## config.mk

```make
export PLATFORM = sky130hd
export DESIGN_NAME = router_out_alloc
export DESIGN_NICKNAME = d
export VERILOG_FILES = /design/src/rtl/router_out_alloc.sv
export SDC_FILE = /design/constraint.sdc
export NUM_CORES = 1
export LEC_CHECK = 0
export ABC_AREA = 0
export BUFFER_PORTS_ARGS = -buffer_cell sky130_fd_sc_hd__buf_2
export CAP_MARGIN = 20
export CORE_AREA = 2 2 126 128
export DETAILED_ROUTE_END_ITERATION = 6
export DIE_AREA = 0 0 128 130
export HOLD_SLACK_MARGIN = 0.12
export PLACE_DENSITY = 0.44
export SYNTH_ARGS = -nofsm -noshare
export SYNTH_HDL_FRONTEND = slang
export SYNTH_SLANG_ARGS = --single-unit
```

## constraint.sdc

```tcl
create_clock -name clk -period 9.8 [get_ports clk]
set_input_delay 1.96 -clock clk [delete_from_list [all_inputs] [get_ports clk]]
set_output_delay 1.96 -clock clk [all_outputs]
set_load 0.02 [all_outputs]
```

## src/rtl/router_out_alloc.sv

```systemverilog
// Output-port allocator for one output of a 5-port, 2-VC wormhole router.
// Round-robin port/VC arbitration, per-VC packet locking and downstream credit tracking.
module router_out_alloc #(
   parameter int NPORT   = 5,
   parameter int CREDITS = 4,
   parameter int CW      = 3
) (
   input  logic             clk,
   input  logic             RST_,
   input  logic [NPORT-1:0] REQ,
   input  logic [NPORT-1:0] REQ_VC,
   input  logic [NPORT-1:0] HEAD,
   input  logic [NPORT-1:0] TAIL,
   input  logic [1:0]       IACK,
   output logic [NPORT-1:0] GNT,
   output logic [2:0]       SEL,
   output logic             FIRE,
   output logic             OVCH,
   output logic [1:0]       OLCK,
   output logic             ERR
);

   localparam logic [CW-1:0]    CRED_INIT = CREDITS[CW-1:0];
   localparam logic [CW:0]      CRED_MAX  = CREDITS[CW:0];
   localparam logic [NPORT-1:0] GNT_ONE   = {{(NPORT-1){1'b0}}, 1'b1};

   logic [1:0]       lock_r;
   logic [2:0]       owner_r   [2];
   logic [2:0]       ptr_r     [2];
   logic [CW-1:0]    credit_r  [2];
   logic             vcptr_r;
   logic             err_r;

   logic [NPORT-1:0] vc_mask_s  [2];
   logic [NPORT-1:0] head_req_s [2];
   logic [3:0]       pick_s     [2];
   logic [2:0]       win_s      [2];
   logic [1:0]       elig_s;
   logic             vc_s;
   logic             fire_s;
   logic [2:0]       port_s;
   logic [NPORT-1:0] gnt_s;
   logic [CW:0]      cred_sum_s [2];
   logic [1:0]       cred_ovf_s;

   // First set bit of mask at or above ptr (wrapping); returns {found, index}.
   function automatic logic [3:0] rr_pick(input logic [NPORT-1:0] mask, input logic [2:0] ptr);
      logic [3:0] pick;
      logic [3:0] sum;
      logic [2:0] idx;
      pick = 4'd0;
      for (int k = NPORT - 1; k >= 0; k--) begin
         sum = {1'b0, ptr} + 4'(k);
         idx = (sum >= 4'(NPORT)) ? 3'(sum - 4'(NPORT)) : sum[2:0];
         if (mask[idx]) begin
            pick = {1'b1, idx};
         end
      end
      return pick;
   endfunction

   function automatic logic [2:0] next_port(input logic [2:0] p);
      return (p == 3'(NPORT - 1)) ? 3'd0 : p + 3'd1;
   endfunction

   // Per-VC eligibility and candidate port: the owner when locked, else round-robin over heads.
   always_comb begin
      for (int v = 0; v < 2; v++) begin
         vc_mask_s[v]  = (v == 0) ? ~REQ_VC : REQ_VC;
         head_req_s[v] = REQ & HEAD & vc_mask_s[v];
         pick_s[v]     = rr_pick(head_req_s[v], ptr_r[v]);
         if (lock_r[v]) begin
            win_s[v]  = owner_r[v];
            elig_s[v] = REQ[owner_r[v]] & vc_mask_s[v][owner_r[v]] & (credit_r[v] != {CW{1'b0}});
         end else begin
            win_s[v]  = pick_s[v][2:0];
            elig_s[v] = pick_s[v][3] & (credit_r[v] != {CW{1'b0}});
         end
      end
   end

   // VC choice and the combinational grant, held off entirely while in reset.
   always_comb begin
      vc_s   = 1'b0;
      fire_s = 1'b0;
      if (!RST_) begin
         vc_s   = 1'b0;
         fire_s = 1'b0;
      end else if (elig_s == 2'b11) begin
         vc_s   = vcptr_r;
         fire_s = 1'b1;
      end else if (elig_s[1]) begin
         vc_s   = 1'b1;
         fire_s = 1'b1;
      end else if (elig_s[0]) begin
         vc_s   = 1'b0;
         fire_s = 1'b1;
      end else begin
         vc_s   = 1'b0;
         fire_s = 1'b0;
      end
      port_s = fire_s ? win_s[vc_s] : 3'd0;
      gnt_s  = fire_s ? (GNT_ONE << port_s) : {NPORT{1'b0}};
   end

   // Next credit count; a fired flit needs credit>0, so the subtraction cannot underflow.
   always_comb begin
      for (int v = 0; v < 2; v++) begin
         cred_sum_s[v] = {1'b0, credit_r[v]} + {{CW{1'b0}}, IACK[v]}
                       - {{CW{1'b0}}, (fire_s && (vc_s == v[0]))};
         cred_ovf_s[v] = (cred_sum_s[v] > CRED_MAX);
      end
   end

   // Lock, owner, pointer, credit and error state.
   always_ff @(posedge clk or negedge RST_) begin
      if (!RST_) begin
         lock_r  <= 2'b00;
         vcptr_r <= 1'b0;
         err_r   <= 1'b0;
         for (int v = 0; v < 2; v++) begin
            owner_r[v]  <= 3'd0;
            ptr_r[v]    <= 3'd0;
            credit_r[v] <= CRED_INIT;
         end
      end else begin
         for (int v = 0; v < 2; v++) begin
            credit_r[v] <= cred_ovf_s[v] ? CRED_INIT : cred_sum_s[v][CW-1:0];
         end
         if (|cred_ovf_s) begin
            err_r <= 1'b1;
         end
         if (fire_s) begin
            vcptr_r <= ~vc_s;
            if (lock_r[vc_s]) begin
               if (TAIL[port_s]) begin
                  lock_r[vc_s] <= 1'b0;
               end
            end else begin
               ptr_r[vc_s] <= next_port(port_s);
               if (HEAD[port_s] && !TAIL[port_s]) begin
                  lock_r[vc_s]  <= 1'b1;
                  owner_r[vc_s] <= port_s;
               end
            end
         end
      end
   end

   assign GNT  = gnt_s;
   assign SEL  = port_s;
   assign FIRE = fire_s;
   assign OVCH = vc_s;
   assign OLCK = lock_r;
   assign ERR  = err_r;

endmodule
```

Word level (Yosys, flattened, before mapping)
Cells that the tools add are included.
W data, S select, Z words.
- shift operators: 1
- magnitude comparators: 29
- equal/unequal tests: 3
- add/sub/neg operators: 23
- muxes and demuxes: 82
- reductions and logical operators: 13
- bitwise logic cells: 16
- operators by type and width (kind ; number):
    $mux W3 ; 20
    $lt A3 B4 Y1 const B ; 13
    $bmux W1 S3 ; 16
    $mux W4 ; 10
    $ge A4 B3 Y1 const B ; 8
    $sub A3 B3 Y3 const B ; 10
    $mux W1 ; 28
    $add A3 B2 Y4 const B ; 4
    $and A5 B5 Y5 ; 3
    $bwmux W6 ; 2
    $add A3 B1 Y4 ; 2
    $add A3 B1 Y4 const B ; 2
    $add A3 B3 Y4 const B ; 2
    $gt A4 B3 Y1 const B ; 2
    $sub A4 B1 Y4 ; 2
    $and A1 B1 Y1 ; 6
    $ge A3 B3 Y1 const B ; 2
    $mux W2 ; 3
    $reduce_and A3 Y1 ; 2
    $reduce_bool A3 Y1 ; 2
    $logic_and A1 B1 Y1 ; 5
    $mux W5 ; 1
    $not A5 Y5 ; 1
    $shl A1 B3 Y5 const A ; 1
    19 further kinds ; 20
- register bits: 22
- word-level logic and storage cells: 176
- input port bits: 24

Logic depth before layout (Yosys ltp)
Gate-level depths: netlist of run 1.
- word-level depth: 26
- mapped depth: 22
- depth with buffers taken out: 21

Worst setup path before layout of run 1
Ideal clock, no wire load.
- path type: input port to output port
- from: input port REQ_VC[3]
- to: output port GNT[3]
- cell stages on the path: 14
- data required time: 7.840 ns
- arrival time: 4.686 ns
- setup slack: 3.154 ns
- path buffers: 1
- cell sequence: or4bb_1 mux2i_1 o22ai_1 nand2_1 nor3_1 and4_4 a31o_4 o211a_1 buf_6 a32oi_4 inv_1 ha_1 ha_1 and2_1
- longest elaborated chain between the ends: 21
- elaborated cells on any way between the ends: 62
- those cells by class: 1 x eq/ne; 1 x shift; 50 x mux; 10 x bitwise
- RTL lines (what ; RTL line ; text):
    from (decl) ; 11 ; input logic [NPORT-1:0] REQ_VC,
    $not A5 Y5 ; n/a ;
    $and A5 B5 Y5 ; 70 ; head_req_s[v] = REQ & HEAD & vc_mask_s[v];
    $bmux W1 S3 ; 55 ; if (mask[idx]) begin
    $mux W1 (implied by the code) ; 55 ;
    $mux W4 (5 in series) ; 55 ;
    $and A1 B1 Y1 ; 77 ; elig_s[v] = pick_s[v][3] & (credit_r[v] != {CW{1'b0}});
    $mux W1 ; 72 ; if (lock_r[v]) begin
    $eq A2 B2 Y1 ; 89 ; end else if (elig_s == 2'b11) begin
    $mux W1 (*) ; 89 ;
    $mux W1 (*) ; 86 ; if (!RST_) begin
    named net OVCH ; 18 ; output logic OVCH,
    $not A1 Y2 (implied by the code) (*) ; 102 ; port_s = fire_s ? win_s[vc_s] : 3'd0;
    $mux W3 (implied by the code) (*) (3 in series) ; 102 ;
    $mux W3 (*) ; 102 ;
    named net SEL[0] ; 16 ; output logic [2:0] SEL,
    $shl A1 B3 Y5 (*) ; 103 ; gnt_s = fire_s ? (GNT_ONE << port_s) : {NPORT{1'b0}};
    $mux W5 (*) ; 103 ;
    to (decl) ; 15 ; output logic [NPORT-1:0] GNT,
Mark *: on every way through the listed nets, which the timed path passes. The rest lies on a longest branch. The select of a mux whose other input is x is not followed.

Final worst setup path of run 1
- from: register ptr_r[3] (netlist name)
- to: output port GNT[4]
- longest elaborated chain between the ends: 22
- elaborated cells on any way between the ends: 51
- those cells by class: 9 x add/sub; 5 x order compare; 1 x eq/ne; 1 x shift; 33 x mux; 2 x bitwise
- RTL lines (what ; RTL line ; text):
    from (decl) ; 29 ; logic [2:0] ptr_r [2];
    from (signal, indexed assignment) ; 140 ; ptr_r[vc_s] <= next_port(port_s);
    $add A3 B3 Y4 ; 53 ; sum = {1'b0, ptr} + 4'(k);
    $ge A4 B3 Y1 / $sub A3 B3 Y3 (equally long branches) ; 54 ; idx = (sum >= 4'(NPORT)) ? 3'(sum - 4'(NPORT)) : sum[2:0];
    $mux W3 ; 54 ;
    $bmux W1 S3 ; 55 ;
    $mux W1 (implied by the code) ; 55 ;
    $mux W4 (4 in series) ; 55 ;
    $mux W4 (*) ; 55 ;
    $and A1 B1 Y1 ; 77 ;
    $mux W1 ; 72 ;
    $eq A2 B2 Y1 ; 89 ;
    $mux W1 ; 89 ;
    $mux W1 ; 86 ;
    $not A1 Y2 (implied by the code) ; 102 ;
    $mux W3 (implied by the code) (3 in series) ; 102 ;
    $mux W3 ; 102 ;
    $shl A1 B3 Y5 ; 103 ;
    $mux W5 (*) ; 103 ;
Mark *: on every way between the ends. The rest lies on a longest branch, timed or not. The select of a mux whose other input is x is not followed.

==> flow_summary.ini, run 1 <==
[synth]
synth-main-ff-cell = dfrtp_1
synthCells = 491
ys_seq_area_share_pct = 14.7
synth.distinct_cells = 76
synth_top_area_share_pct = 13.3
ys_ff_latch = 22
synth.avg_cell_area_um2 = 7.67
ys_top_cells_by_area = dfrtp_1, ha_1, nor2_1
yosysWarnings = 0
synth_top_cell_by_area = dfrtp_1
async_flop_share_pct = 100
syn_area_um2 = 3760
synth_edf_count = 0
syn-num-nets = 548

[timing]
tightest_slew_ns = 0.881
rsz0062_at_grt = false
hold_ws_ns = 0.501
slew_viol_final = 0
slew_headroom_pct = 41.3
skew_ns = 0.00290
finalSetupViolations = 0
layout_min_cycle_time_ns = 7.43
hold_viol = 0
fmax_ghz = 0.135
finalSetupTns_ns = 0
fin_crit_sh_pct = 75.8
layout_setup_ws_ns = 2.37

[critical_path]
cp-end-kind = output pin
arrival_ns = 5.47
crit_type = flip-flop to output pin
path_max_fanout = 19
cpPeakStageDelay_ns = 0.65
required_ns = 7.84
r2r_cells = 17
reg2reg_to = owner_r[1]
worstSetupStartpointType = flip-flop
path_cells = inv_2 -> ha_1 -> inv_1 -> fa_1 -> a211oi_1 -> a2111oi_0 -> o32ai_1 -> nand2_1 -> nor3_1 -> and4_4 -> a31o_4 -> o211a_1 -> o21ai_0 -> o2bb2ai_2 -> inv_1 -> ha_1 -> nand2_1 -> nor2_1 -> buf_2
crit_slowest_cell = dfrtp_1
cp.buffers_inverters = 4
r2r-start = ptr_r[3]
reg2reg_setup_slack_ns = 4.33
crit_family = compound AO/OA/AOI/OAI gates

[floorplan]
ios = 37
die_area_um2 = 16600
core_um2 = 15400
initial_core_util_pct = 24.4
rows = 46
die_w_um = 128
fp.dieH_um = 130

[clock_tree]
numCtsBuffers = 3
cts-hold-fix-buffers = 0
cts.path.max_buffers = 2
path_clk_slew_ns = 0.06
cts.sinks = 22
ctsResizeCount = 0
root_buffer = clkbuf_16
cts_tree = done
clkLatencyLatePin_ns = 0.26
htree_levels = 1
postCtsSetupBuffers = 0

[place]
gp_congestion = 0.922
dpl_worst_slack_ns = 2.45
io_buffers = 36
place_hpwl_mm = 9.70

[drt]
vias_per_cell = 5.40
ant_nets = 0
wl_per_cell_um = 17.3
vias = 3809
drt-pass1-iter-count = 4
drt_iter0_drc = 306
drc = 0
wl_mm = 12.2

[hold_path]
hold-path-cell-count = 2
holdPathEnd = ERR
min_path_type = flip-flop to flip-flop
hp-start = ERR

[grt]
grt_pass1_vias = 3643
grt_start_max_net_pins = 26
grt_pass1_wl_mm = 19.5
antenna_found_initial = 0
track_usage_pct = 14.6
overflow = 0

[final_layout]
drive_gt1_share_pct = 14.8
fin_nets = 572
multi_input_area_um2 = 2980
synthToLayoutAreaGrowth_pct = 11.7
utilization_pct = 27.3
antenna_cells = 0
fillers = 1694
regArea_um2 = 553

[run]
maxCapViolCount = 0

[status]
run_status = completed
## state kept, by name, indices dropped and copies added, names as in the netlist, named ones only
register	count
credit_r	6
owner_r	6
ptr_r	6
ERR	1
vcptr_r	1
## layout make-up
cell class	instances	area share (%)
Clock buffer	3	1.79
Multi-Input combinational cell	416	71.0
Timing Repair Buffer	38	4.64
Tap cell	192	5.71
Inverter	34	3.04
Sequential cell	22	13.2
Clock inverter	1	0.714
## synthesized netlist by cell type, types with 8 or more instances
| library cell | n |
|---|---|
| nor3_1 | 15 |
| nor2_1 | 44 |
| nand2b_1 | 13 |
| a211oi_1 | 11 |
| o31ai_1 | 8 |
| xnor2_1 | 11 |
| o21ai_0 | 26 |
| and3_1 | 11 |
| mux2_2 | 8 |
| ha_1 | 29 |
| a21o_1 | 9 |
| dfrtp_1 | 20 |
| a21oi_1 | 25 |
| nand2_1 | 41 |
| mux2i_1 | 16 |
| buf_2 | 9 |
| nand3_1 | 25 |
| inv_1 | 33 |
| o211ai_1 | 8 |
## metal layers
layer / part of all wire (%) / global-route usage [%] / up-vias
li1: - / - / 1876
met1: 46 / 19.1 / 1859
met2: 50 / 26.7 / 64
met3: 2.8 / 1.15 / 10
met4: 1.3 / 2.52 / 0
met5: 0 / 0 / -
## worst max path at each step
stage / start / to / slack, ns / depth (start not counted)
global placement: REQ_VC[0] / GNT[4] / 2.47 / 16
detailed placement: REQ[0] / GNT[4] / 2.45 / 16
CTS: ptr_r[3] / GNT[4] / 2.34 / 19
finish: ptr_r[3] / GNT[4] / 2.37 / 19
floorplan: REQ_VC[3] / GNT[3] / 3.15 / 14
global route: ptr_r[3] / GNT[4] / 1.98 / 19
## cells by family (layout without fill, tap and decap cells)
family	after synthesis	in the layout	share of synthesized area, %
flops	22	22	14.7
xor+xnor	13	13	3.02
mux	27	27	7.61
compound gates	153	153	31.0
buf+inv	53	76	6.08
simple gates	190	190	25.8
fa+ha+maj	33	33	11.8
## worst register-to-register path: stages, from the launching register on
cell and delay [ns]:
dfrtp_1 0.65, inv_2 0.34, ha_1 0.19, inv_1 0.05, fa_1 0.48, a211oi_1 0.43, a2111oi_0 0.16, o32ai_1 0.47
nand2_1 0.13, nor3_1 0.23, and4_4 0.25, a31o_4 0.19, o211a_1 0.33, o21ai_0 0.17, o2bb2ai_2 0.37, mux2i_2 0.42
a211oi_2 0.16, mux2_1 0.36
## cell usage in the layout (no fill, tap or decap), types with 7 or more instances in the layout
| master | instances |
|---|---|
| and3_1 | 11 |
| o21ai_0 | 26 |
| a21oi_1 | 25 |
| nand2b_1 | 13 |
| xnor2_1 | 11 |
| mux2i_1 | 16 |
| a211oi_1 | 11 |
| inv_1 | 33 |
| nor3_1 | 15 |
| a21o_1 | 9 |
| buf_2 | 36 |
| dfrtp_1 | 20 |
| o211ai_1 | 8 |
| nor2_1 | 44 |
| nand2_1 | 41 |
| o31ai_1 | 8 |
| mux2_2 | 8 |
| ha_1 | 29 |
| o22ai_1 | 7 |
| nand3_1 | 25 |
## per-stage QoR
stage	cell area [um2]	instances
after global routing	4200	706
after detailed placement	4100	702
after CTS	4200	706
final	4200	706
after floorplan	3760	491
after global placement	4100	702
Power of run 1 is not shown: default switching activity piles up to over one toggle a cycle in this logic, so the estimate is an artifact.
==> run 2, diff against run 1 <==
Clock period 9.8 ns to 7.1 ns, I/O delays scaled along.
==> run 2 against run 1 <==
  * Design area is 0.54% higher
  * Utilization is 0.15 points higher
  * Highest routed layer unchanged
  * Non-clock buffer count is 3 higher
  * Worst setup slack worse by 1.8 ns
  * Sequential share of layout area is 0.070 points lower
  * First-iteration DRC count is 6.9% higher
==> flow_summary.ini, run 2 (synthesized netlist as in run 1, its figures left out) <==
[final_layout]
drive_gt1_share_pct = 15.3
fin_nets = 575
synthToLayoutAreaGrowth_pct = 12.3
reg_top3 = credit_r (6), owner_r (6), ptr_r (6)
mostFrequentLayoutCells = nor2_1, nand2_1, buf_2, inv_1, ha_1
antenna_cells = 0
layout_commonest_cell = nor2_1

[critical_path]
crit_type = flip-flop to output pin
arrival_ns = 5.15
cp-end-kind = output pin
required_ns = 5.68
path_max_fanout = 9
worstSetupStartpointType = flip-flop

[grt]
grt_start_max_net_pins = 26
grt_pass1_vias = 3777
grt_pass1_wl_mm = 19.8
antenna_found_initial = 0
overflow = 0
track_usage_pct = 14.6

[drt]
wl_met2_mm = 6.09
wl_per_cell_um = 17.3
vias_per_cell = 5.51
drt-pass1-iter-count = 5
drc = 0
drt-met1-wl_mm = 5.54
wl_mm = 12.3
drt_iter0_drc = 327
met3_length_um = 421
vias = 3906
top_layer_used = met4
ant_nets = 0

[clock_tree]
root_buffer = clkbuf_16
htree_levels = 1
clkLatencyLatePin_ns = 0.25
postCtsSetupBuffers = 0
numCtsBuffers = 3
path_clk_slew_ns = 0.06
ctsResizeCount = 0
cts-hold-fix-buffers = 0
cts_tree = done
cts.path.max_buffers = 2
cts.sinks = 22

[floorplan]
die_w_um = 128
ios = 37
core_um2 = 15400
fp.dieH_um = 130
initial_core_util_pct = 24.4
die_area_um2 = 16600
rows = 46

[timing]
hold_viol = 0
tightest_slew_ns = 0.877
slew_viol_final = 0
skew_ns = 0.00237
fin_crit_sh_pct = 92.6
finalSetupViolations = 0
rsz0062_at_grt = false
layout_min_cycle_time_ns = 6.57
finalSetupTns_ns = 0
slew_headroom_pct = 41.6
fmax_ghz = 0.152

[hold_path]
min_path_type = flip-flop to flip-flop

[run]
maxCapViolCount = 0

[place]
place_hpwl_mm = 9.70
io_buffers = 36
gp_congestion = 0.872

[status]
run_status = completed
## run 2: changes by cell type in the layout (fill, tap and decap cells not counted)
cell   previous run  this run
buf_4             2         5
## run 2: metrics by stage
stage | hold slack, ns | setup WS (ns) | util, % | cell area [um2] | std cells
floorplan | 0.516 | 1.53 | - | 3760 | 491
global placement | 0.473 | 0.838 | 26.7 | 4120 | 705
detailed placement | 0.482 | 0.822 | 26.7 | 4120 | 705
CTS | 0.498 | 0.511 | 27.4 | 4230 | 709
global route | 0.537 | 0.0629 | 27.4 | 4230 | 709
finish | 0.494 | 0.526 | 27.4 | 4230 | 709
## run 2: metal layers
layer	vias to the layer above	GRT usage, %
met1	1885	19.4
met3	18	1.11
met4	0	3.30
met5	-	0
met2	112	26.1
li1	1891	-
## run 2: worst max-delay path: stages, from the launching register on
cell and delay [ns]:
dfrtp_1 0.56, buf_4 0.25, ha_1 0.15, inv_1 0.04, fa_1 0.48, a211oi_1 0.41, a2111oi_0 0.14, o32ai_1 0.51
nand2_1 0.15, nor3_1 0.20, and4_4 0.24, a31o_4 0.19, o211a_1 0.32, o21ai_0 0.17, o2bb2ai_2 0.34, inv_1 0.11
ha_1 0.19, nand2_1 0.10, nor2_1 0.10, buf_2 0.23
## run 2: final cells by class
type / count / area, um2
Tap cell: 192 / 240
Inverter: 34 / 128
Multi-Input combinational cell: 416 / 2980
Clock inverter: 1 / 30.0
Sequential cell: 22 / 553
Fill cell: 1711 / 11200
Timing Repair Buffer: 41 / 218
Clock buffer: 3 / 75.1
## run 2: final timing paths
kind                                from     endpoint  slack [ns]  depth (start not counted)
max in group asynchronous           RST_     ptr_r[0]        5.57                          1
worst min-delay path                 ERR          ERR        0.49                          2
worst max-delay path            ptr_r[4]       GNT[4]        0.53                         19
worst min register to register       ERR          ERR        0.49                          2
worst max register to register  ptr_r[4]   owner_r[1]        1.83                         17
min in group asynchronous           RST_  credit_r[4]        1.15                          1
Power of run 2 is left out for the same reason.
==> run 3, diff against run 2 <==
Settings changed: PLACE_DENSITY 0.44 to 0.38.
==> run 3 against run 2 <==
  * Hold slack got worse by 0.0045 ns
  * Register-to-register slack better by 0.18 ns
  * Non-clock buffer count decreased by 1
  * First-iteration DRC count fell by 3.4%
  * Critical path type unchanged
  * Largest cell class unchanged
  * Count of clock-buffer cells in the layout unchanged
  * Clock skew up 0.0029 ns
  * Flip-flop and latch count unchanged
  * Worst setup slack better by 0.16 ns
==> flow_summary.ini, run 3 (synthesized netlist as in run 1, its figures left out) <==
[status]
run_status = completed

[timing]
slew_headroom_pct = 38.2
tightest_slew_ns = 0.927
rsz0062_at_grt = false
finalSetupViolations = 0
slew_viol_final = 0
skew_ns = 0.00522
layout_setup_ws_ns = 0.691
layout_min_cycle_time_ns = 6.41
finalSetupTns_ns = 0
fin_crit_sh_pct = 90.3
hold_viol = 0
fmax_ghz = 0.156
hold_ws_ns = 0.490

[critical_path]
path_cells = ha_1 -> inv_1 -> fa_1 -> a211oi_1 -> a2111oi_0 -> o32ai_1 -> nand2_1 -> nor3_1 -> and4_4 -> a31o_4 -> o211a_1 -> o21ai_0 -> o2bb2ai_2 -> inv_1 -> ha_1 -> nand2_1 -> nor2_1 -> buf_2
crit_family = compound AO/OA/AOI/OAI gates
reg2reg_to = owner_r[1]
crit_type = flip-flop to output pin
startpoint = ptr_r[4]
r2r-start = ptr_r[4]
reg2reg_setup_slack_ns = 2.01
crit_slowest_cell = dfrtp_1
worstSetupStartpointType = flip-flop
endpoint = GNT[4]
r2r_cells = 13
arrival_ns = 4.99
worst-path-stages = 18
path_max_fanout = 10
cp-end-kind = output pin
cp.buffers_inverters = 3
required_ns = 5.68
cpPeakStageDelay_ns = 0.61

[drt]
wl_per_cell_um = 17.6
wl_mm = 12.5
vias = 3795
ant_nets = 0
drc = 0
drt_iter0_drc = 316
vias_per_cell = 5.36
drt-pass1-iter-count = 5

[clock_tree]
ctsResizeCount = 0
cts-hold-fix-buffers = 0
cts.path.max_buffers = 2
numCtsBuffers = 3
root_buffer = clkbuf_16
postCtsSetupBuffers = 0
cts_tree = done
htree_levels = 1
cts.sinks = 22
clkLatencyLatePin_ns = 0.25
path_clk_slew_ns = 0.06

[final_layout]
synthToLayoutAreaGrowth_pct = 12.1
reg_top3 = credit_r (6), owner_r (6), ptr_r (6)
mostFrequentLayoutCells = nor2_1, nand2_1, buf_2, inv_1, ha_1
fin_nets = 574
layout_commonest_cell = nor2_1
drive_gt1_share_pct = 15.1
stdcell_count = 708
fillers = 1682
antenna_cells = 0

[floorplan]
fp.dieH_um = 130
die_area_um2 = 16600
rows = 46
core_um2 = 15400
die_w_um = 128
ios = 37
initial_core_util_pct = 24.4

[place]
place_hpwl_mm = 10.0
gp_congestion = 0.878
io_buffers = 36
dpl_worst_slack_ns = 0.923
placed_cells = 704

[grt]
track_usage_pct = 15.1
grt_pass1_wl_mm = 20.3
grt_pass1_vias = 3710
grt_start_max_net_pins = 26
overflow = 0
antenna_found_initial = 0

[run]
maxCapViolCount = 0

[hold_path]
min_path_type = flip-flop to flip-flop
[run 3: metrics by stage]
stage / cell area (um2) / util [%]
after global routing: 4220 / 27.4
after detailed placement: 4110 / 26.7
final: 4220 / 27.4
after global placement: 4110 / 26.7
after floorplan: 3760 / -
after CTS: 4220 / 27.4
[run 3: worst min path at each step]
| stage | from | end | slack, ns | depth (start not counted) |
|---|---|---|---|---|
| floorplan | owner_r[1] | owner_r[1] | 0.52 | 1 |
| global placement | ERR | ERR | 0.47 | 2 |
| detailed placement | ERR | ERR | 0.48 | 2 |
| CTS | ERR | ERR | 0.50 | 2 |
| global route | ERR | ERR | 0.52 | 2 |
| finish | ERR | ERR | 0.49 | 2 |
[run 3: worst reg2reg max path, delay by kind of cell (launching register included)]
family | cells | cell delay (ns)
buf+inv | 1 | 0.22
simple gates | 3 | 0.53
flops | 1 | 0.61
fa+ha+maj | 1 | 0.80
xor+xnor | 1 | 0.24
compound gates | 5 | 2.04
mux | 2 | 0.52
[run 3: metal layers]
metal	vias up	routed length (um)	GRT usage, %
li1	1877	-	-
met1	1827	6320	22.4
met2	85	5580	24.7
met3	6	497	1.19
met4	0	67	1.75
met5	-	0	0
[run 3: cell type report]
type | instances | area (um2) | share of cell area, %
sequential | 22 | 553 | 13.1
timing repair buffer | 40 | 210 | 4.98
inverter | 34 | 128 | 3.02
tap | 192 | 240 | 5.69
clock buffer | 3 | 75.1 | 1.78
clock inverter | 1 | 30.0 | 0.712
multi-input combinational | 416 | 2980 | 70.7
Power of run 3 is left out for the same reason.
